## src/rtl/pipe_ctrl_chain_pkg.sv

```systemverilog
// Shared control-path types for the pipeline register chain.
// Default payload packs the Execute->Memory control bits; a bubble is all-zero.
package pipe_pkg;

    typedef struct packed {
        logic       RegWrite;
        logic [1:0] ResultSrc;
        logic       MemWrite;
    } ctrl_em_t;

    localparam int       CTRL_EM_W      = $bits(ctrl_em_t);
    localparam ctrl_em_t CTRL_BUBBLE    = '0;
    localparam int       PIPE_MAX_DEPTH = 8;

endpackage

```

## src/rtl/pipe_ctrl_chain_stage.sv

```systemverilog
// One control register stage: flush beats stall beats shift, 1-cycle latency.
// Stall holds contents; flush loads {0, BUBBLE_VAL}. Also exposes its next-state valid.
module pipe_ctrl_stage
    import pipe_pkg::*;
#(
    parameter int               WIDTH      = CTRL_EM_W,
    parameter logic [WIDTH-1:0] BUBBLE_VAL = WIDTH'(CTRL_BUBBLE)
) (
    input  logic             i_Clk,
    input  logic             i_Reset,
    input  logic             i_PrevValid,
    input  logic [WIDTH-1:0] i_PrevData,
    input  logic             i_Stall,
    input  logic             i_Flush,
    output logic             o_Valid,
    output logic             o_ValidD,
    output logic [WIDTH-1:0] o_Data
);

    logic             valid_q, valid_d;
    logic [WIDTH-1:0] data_q,  data_d;

    always_comb begin
        valid_d = i_PrevValid;
        data_d  = i_PrevData;
        if (i_Flush) begin
            valid_d = 1'b0;
            data_d  = BUBBLE_VAL;
        end else if (i_Stall) begin
            valid_d = valid_q;
            data_d  = data_q;
        end
    end

    always_ff @(posedge i_Clk or negedge i_Reset) begin
        if (!i_Reset) begin
            valid_q <= 1'b0;
            data_q  <= BUBBLE_VAL;
        end else begin
            valid_q <= valid_d;
            data_q  <= data_d;
        end
    end

    assign o_Valid  = valid_q;
    assign o_ValidD = valid_d;
    assign o_Data   = data_q;

endmodule

```

## src/rtl/pipe_ctrl_chain.sv

```systemverilog
// DEPTH-stage control pipeline with global stall, per-stage flush and registered occupancy;
// DEPTH-cycle latency, stall freezes all stages. PIPE_CTRL_PERF_EN adds stall/flush counters.
module pipe_ctrl_chain
    import pipe_pkg::*;
#(
    parameter int               WIDTH      = CTRL_EM_W,
    parameter int               DEPTH      = 2,
    parameter logic [WIDTH-1:0] BUBBLE_VAL = WIDTH'(CTRL_BUBBLE)
) (
    input  logic                       i_Clk,
    input  logic                       i_Reset,
    input  logic [WIDTH-1:0]           i_Data,
    input  logic                       i_Valid,
    input  logic                       i_Stall,
    input  logic [DEPTH-1:0]           i_Flush,
    output logic [WIDTH-1:0]           o_Data,
    output logic                       o_Valid,
    output logic [DEPTH-1:0]           o_StageValid,
    output logic [$clog2(DEPTH+1)-1:0] o_Occupancy
`ifdef PIPE_CTRL_PERF_EN
    ,
    input  logic                       i_PerfClr,
    output logic [31:0]                o_StallCnt,
    output logic [31:0]                o_FlushCnt
`endif
);

    localparam int OCC_W = $clog2(DEPTH+1);

    if (DEPTH < 1 || DEPTH > PIPE_MAX_DEPTH) begin : g_bad_depth
        $error("pipe_ctrl_chain: DEPTH out of range 1..8");
    end

    logic [DEPTH-1:0] vld_q;
    logic [DEPTH-1:0] vld_d;
    logic [WIDTH-1:0] dat_q [DEPTH];

    for (genvar k = 0; k < DEPTH; k++) begin : g_stage
        logic             prev_vld;
        logic [WIDTH-1:0] prev_dat;

        if (k == 0) begin : g_head
            assign prev_vld = i_Valid;
            assign prev_dat = i_Data;
        end else begin : g_link
            assign prev_vld = vld_q[k-1];
            assign prev_dat = dat_q[k-1];
        end

        pipe_ctrl_stage #(
            .WIDTH      (WIDTH),
            .BUBBLE_VAL (BUBBLE_VAL)
        ) u_stage (
            .i_Clk       (i_Clk),
            .i_Reset     (i_Reset),
            .i_PrevValid (prev_vld),
            .i_PrevData  (prev_dat),
            .i_Stall     (i_Stall),
            .i_Flush     (i_Flush[k]),
            .o_Valid     (vld_q[k]),
            .o_ValidD    (vld_d[k]),
            .o_Data      (dat_q[k])
        );
    end

    // Count the stages' next-state valids so the registered count tracks o_StageValid exactly.
    logic [OCC_W-1:0] occ_q, occ_d;

    always_comb begin
        occ_d = '0;
        for (int k = 0; k < DEPTH; k++) begin
            occ_d = occ_d + OCC_W'(vld_d[k]);
        end
    end

    always_ff @(posedge i_Clk or negedge i_Reset) begin
        if (!i_Reset) begin
            occ_q <= '0;
        end else begin
            occ_q <= occ_d;
        end
    end

    assign o_Data       = dat_q[DEPTH-1];
    assign o_Valid      = vld_q[DEPTH-1];
    assign o_StageValid = vld_q;
    assign o_Occupancy  = occ_q;

`ifdef PIPE_CTRL_PERF_EN
    logic [31:0] stall_cnt_q, stall_cnt_d;
    logic [31:0] flush_cnt_q, flush_cnt_d;

    always_comb begin
        stall_cnt_d = stall_cnt_q;
        flush_cnt_d = flush_cnt_q;
        if (i_PerfClr) begin
            stall_cnt_d = '0;
            flush_cnt_d = '0;
        end else begin
            if (i_Stall && vld_q[DEPTH-1] && (stall_cnt_q != '1)) begin
                stall_cnt_d = stall_cnt_q + 32'd1;
            end
            if ((|(i_Flush & vld_q)) && (flush_cnt_q != '1)) begin
                flush_cnt_d = flush_cnt_q + 32'd1;
            end
        end
    end

    always_ff @(posedge i_Clk or negedge i_Reset) begin
        if (!i_Reset) begin
            stall_cnt_q <= '0;
            flush_cnt_q <= '0;
        end else begin
            stall_cnt_q <= stall_cnt_d;
            flush_cnt_q <= flush_cnt_d;
        end
    end

    assign o_StallCnt = stall_cnt_q;
    assign o_FlushCnt = flush_cnt_q;
`endif

endmodule

```

## config.mk

```make
export PLATFORM = sky130hd
export DESIGN_NAME = pipe_ctrl_chain
export DESIGN_NICKNAME = d
export VERILOG_FILES = /design/src/rtl/pipe_ctrl_chain_pkg.sv /design/src/rtl/pipe_ctrl_chain_stage.sv /design/src/rtl/pipe_ctrl_chain.sv
export SDC_FILE = /design/constraint.sdc
export NUM_CORES = 1
export LEC_CHECK = 0
export CORE_MARGIN = 2
export CORE_UTILIZATION = 36
export CTS_BUF_LIST = sky130_fd_sc_hd__clkbuf_8 sky130_fd_sc_hd__clkbuf_16
export CTS_CLUSTER_SIZE = 25
export DETAILED_ROUTE_END_ITERATION = 6
export PLACE_DENSITY = 0.71
export SLEW_MARGIN = 20
export SYNTH_ARGS = -nofsm -noshare
export SYNTH_HDL_FRONTEND = slang
export SYNTH_SLANG_ARGS = --single-unit
```

## constraint.sdc

```tcl
create_clock -name i_Clk -period 0.94 [get_ports i_Clk]
set_input_delay 0.141 -clock i_Clk [delete_from_list [all_inputs] [get_ports i_Clk]]
set_output_delay 0.141 -clock i_Clk [all_outputs]
set_load 0.01 [all_outputs]
```

## Word-level counts from Yosys, hierarchy flattened

Cells that the tools add are included.

- Bits in registers: 12
- Input bits: 10
- Output and inout port bits: 9
- Word-level logic and storage cells: 16

- Add/subtract/negate cells: 1
- Eq/ne operators: 2
- Multiplexer cells: 8

Operators with widths:

| kind | number |
|---|---|
| 2-to-1 mux 4 bit | 4 |
| 2-to-1 mux 1 bit | 4 |
| inequality test 2 x 1 -> 1 bit, second input constant | 2 |
| adder 1 x 1 -> 2 bit | 1 |

## Logic depth before layout (Yosys ltp)

- Depth in word-level cells: 3
- Depth in mapped cells: 4
- Depth with buffers taken out: 3

## Modules after synthesis

Synthesis repeated with hierarchy kept, for this count alone.

- Cell total of the unflattened synthesis: 37
- Area total of the unflattened synthesis: 488.0 µm²

Modules (own cells, without submodules):

| module | times used | cells each | area each (µm²) | seq. area each (µm²) |
|---|---|---|---|---|
| pipe_ctrl_stage | 2 | 16 | 205.2 | 125.1 |
| pipe_ctrl_chain | 1 | 5 | 77.6 | 50.0 |

## Least setup slack after synthesis

Ideal clock, no wire load.

- Kind: flip-flop to flip-flop
- From: register g_stage[1].u_stage.valid_q
- To: register occ_q[0] (netlist: o_Occupancy[0])
- Setup time: 0.126 ns
- Arrival: 0.848 ns
- Path slack: -0.034 ns
- Cell stages (with the launch flop): 4
- Path buffers: 0
- Period minus slack after synthesis: 0.974 ns
- Path through: dfrtp_1 -> mux2i_1 -> nor2_1 -> ha_1

- Cells in the longest elaborated chain, start to end: 3

Ends and longest elaborated chain:

| what | RTL line | RTL |
|---|---|---|
| start: declaration | pipe_ctrl_chain_stage.sv:20 | `logic valid_q, valid_d;` |
| start signal: assignment | pipe_ctrl_chain_stage.sv:40 | `valid_q <= valid_d;` |
| 2-to-1 mux 1 bit | pipe_ctrl_chain_stage.sv:29 | `end else if (i_Stall) begin` |
| 2-to-1 mux 1 bit | pipe_ctrl_chain_stage.sv:26 | `if (i_Flush) begin` |
| via g_stage[1].u_stage.o_ValidD | pipe_ctrl_chain_stage.sv:16 | `output logic o_ValidD,` |
| adder 1 x 1 -> 2 bit | pipe_ctrl_chain.sv:72 | `occ_d = occ_d + OCC_W'(vld_d[k]);` |
| via occ_d[0] | pipe_ctrl_chain.sv:67 | `logic [OCC_W-1:0] occ_q, occ_d;` |
| end signal: assignment | pipe_ctrl_chain.sv:78 | `occ_q <= '0;` |
| end signal: assignment | pipe_ctrl_chain.sv:80 | `occ_q <= occ_d;` |
| end: declaration | pipe_ctrl_chain.sv:67 |  |

The timed path passes the listed nets, and every way through them passes these cells.
A chain may end at the register's enable or synchronous reset.

## Final worst setup path

Ends and elaborated chain as after synthesis.

==> results.tsv <==
metric	value	unit
status	finished with violations	
violated checks	setup timing	
vias in the first global route	361	
Synth top area share	63.0	%
Max IR drop VDD	0.914	mV
Synth area leader	dfrtp_1	
largest stage delay on the critical path	380	ps
initial antenna violation count	0	
starting density of the core	37.6	%
vias per inst	4.55	
mean post-synth cell area	13.2	sq um
gr ovfl total	0	
first-pass GRT wire length	1520	um
total power	1.25	mW
pre-CTS setup slack	-432	ps
Max Fanout on Critical Path	3	
overall routing resource usage	15.4	%
Avg WL per Cell	12.4	um
area grow syn2layout	49.1	%
Synth warnings	0	
Critical Path RT	1060	ps
delay-heaviest family, CP	flip-flops	
H-Tree Depth	1	
RSZ-0062 raised after global routing	yes	
cell count after placement	70	
Cell variety after synth	6	
# DRC	0	
Leak	0.397	nW
Final ANT Viol Nets	0	
Worst-Margin Slew	138	ps
Gate Count Post-Synth	36	
Clk Latency, worst-skew pair	240	ps
Reg clk slew, reported paths	50	ps
Synthesized Nets	47	
TritonCTS buffer count	3	
Final Cycle Share	105	%
Vias	350	
Max Freq	1.01	GHz
# port buffers	18	
sequential fraction of the synthesis area	63.0	%
CP max-delay cell	dfrtp_1	
kind of critical path	reg -> reg	
Crit path buffers/inverters	0	
TNS Setup	-49.5	ps
fin cells	77	
largest net degree at the start of global routing	13	
CTS Buffer Depth	2	
max_cap viols	0	
n_diodes	0	
height of the die	40.4	um
crit-path cells	mux2i_1, nor2_1, ha_1	
Pwr per Cell Area	1750	mW/mm^2
HP Class	in -> async	
#FFs+latches synth	12	
CORE AREA	0.00127	sq mm
Total Routed Length	957	um
FP Rows	13	
CTS tree	built	
R2R cell count	3	
IO Pins	19	
Slew HR	90.5	%
Synth Cell Area	477	sq um
CTS hold repair buffers	0	
Period minus WS final	989	ps
Die Footprint	0.00163	sq mm
Final Max Tran Viols	0	
DR iter-0 viols	6	
Die X	40.4	um
Arr. time, crit path	1110	ps
Setup crit start kind	flip-flop	
synth top area cells	dfrtp_1 63%, mux2i_1 21%, nor2_1 7.9%	
Final #Nets	74	
CP endpoint kind	flip-flop	
Fin. Hold Viols	0	
DRT Pass-1 Iters	2	
worst setup margin	-49.5	ps
gpl congestion	0.724	
share of layout cells above drive strength 1	32.3	%
Setup Viol. Count Final	1	
Worst Clk Skew	1.02	ps
CTS Root Cell	clkbuf_8	
clock tree sinks	12	
Crit path depth	3	
-- flip-flops by register name, indices dropped and copies added (netlist names) --
signal	count
g_stage.u_stage.o_Data	8
g_stage.u_stage.o_Valid	2
o_Occupancy	2
-- cell usage after synthesis, drive strengths merged --
cell / number
buf: 3
dfrtp: 12
ha: 1
mux2i: 10
nor2: 10
-- per-layer routing --
layer  vias up  GRT usage (%)  share of wire, %
met4         0           10.0              0.63
met1       175           15.4                39
met3         2           5.00               3.7
met2         6           27.0                56
met5         -              0                 0
li1        167              -                 -
-- report_power, final --
| part | leakage, nW | total, mW | switching, mW | internal, mW |
|---|---|---|---|---|
| Sequential | 0.162 | 0.551 | 0.0109 | 0.541 |
| Clock | 0.0288 | 0.553 | 0.183 | 0.369 |
| Combinational | 0.206 | 0.142 | 0.0610 | 0.0807 |
| Total | 0.397 | 1.25 | 0.255 | 0.991 |
-- layout by cell type (no fill, tap or decap), drive strengths merged --
| cell type | instances |
|---|---|
| dfrtp | 12 |
| clkdlybuf4s50 | 8 |
| nor2 | 10 |
| dlygate4sd2 | 1 |
| clkbuf | 4 |
| ha | 1 |
| mux2i | 10 |
| buf | 16 |
-- repair_timing --
action,in CTS,in global routing
resized for setup,37,0
setup buffers,2,1
pin swaps,2,0
setup endpoints to repair,19,4
-- area by class of cell --
cell class	instances	area [sq um]
clock buffers	4	55.1
fillers	117	558
multi-input cells	21	150
flip-flops and latches	12	300
well taps	15	18.8
repair buffers	25	186
-- path summary, 6_finish.rpt --
kind | start | end | slack, ps
min | i_Reset | o_Occupancy[0] | 190
max in group asynchronous | i_Reset | g_stage[0].u_stage.o_Data[0] | 600
max reg2reg | g_stage[1].u_stage.o_Valid | o_Occupancy[0] | -50
min in group i_Clk | i_Data[0] | g_stage[0].u_stage.o_Data[0] | 520
min reg2reg | g_stage[1].u_stage.o_Data[0] | g_stage[1].u_stage.o_Data[0] | 520
max | g_stage[1].u_stage.o_Valid | o_Occupancy[0] | -50
-- stage by stage --
stage	util [%]	cell area, sq um	hold WS, ps
2_1_floorplan	-	477	-155
3_3_place_gp	53.6	679	455
3_5_place_dp	53.6	679	455
4_1_cts	55.4	703	194
5_1_grt	56.0	711	205
6_report	56.0	711	194
-- cells by family after synthesis --
logic type / after synthesis / synth area share, %
fa+ha+maj: 1 / 2.62
simple gates: 10 / 7.87
buf+inv: 3 / 5.51
flops: 12 / 63.0
mux: 10 / 21.0
No activity file was read; power rests on OpenSTA's default activity.
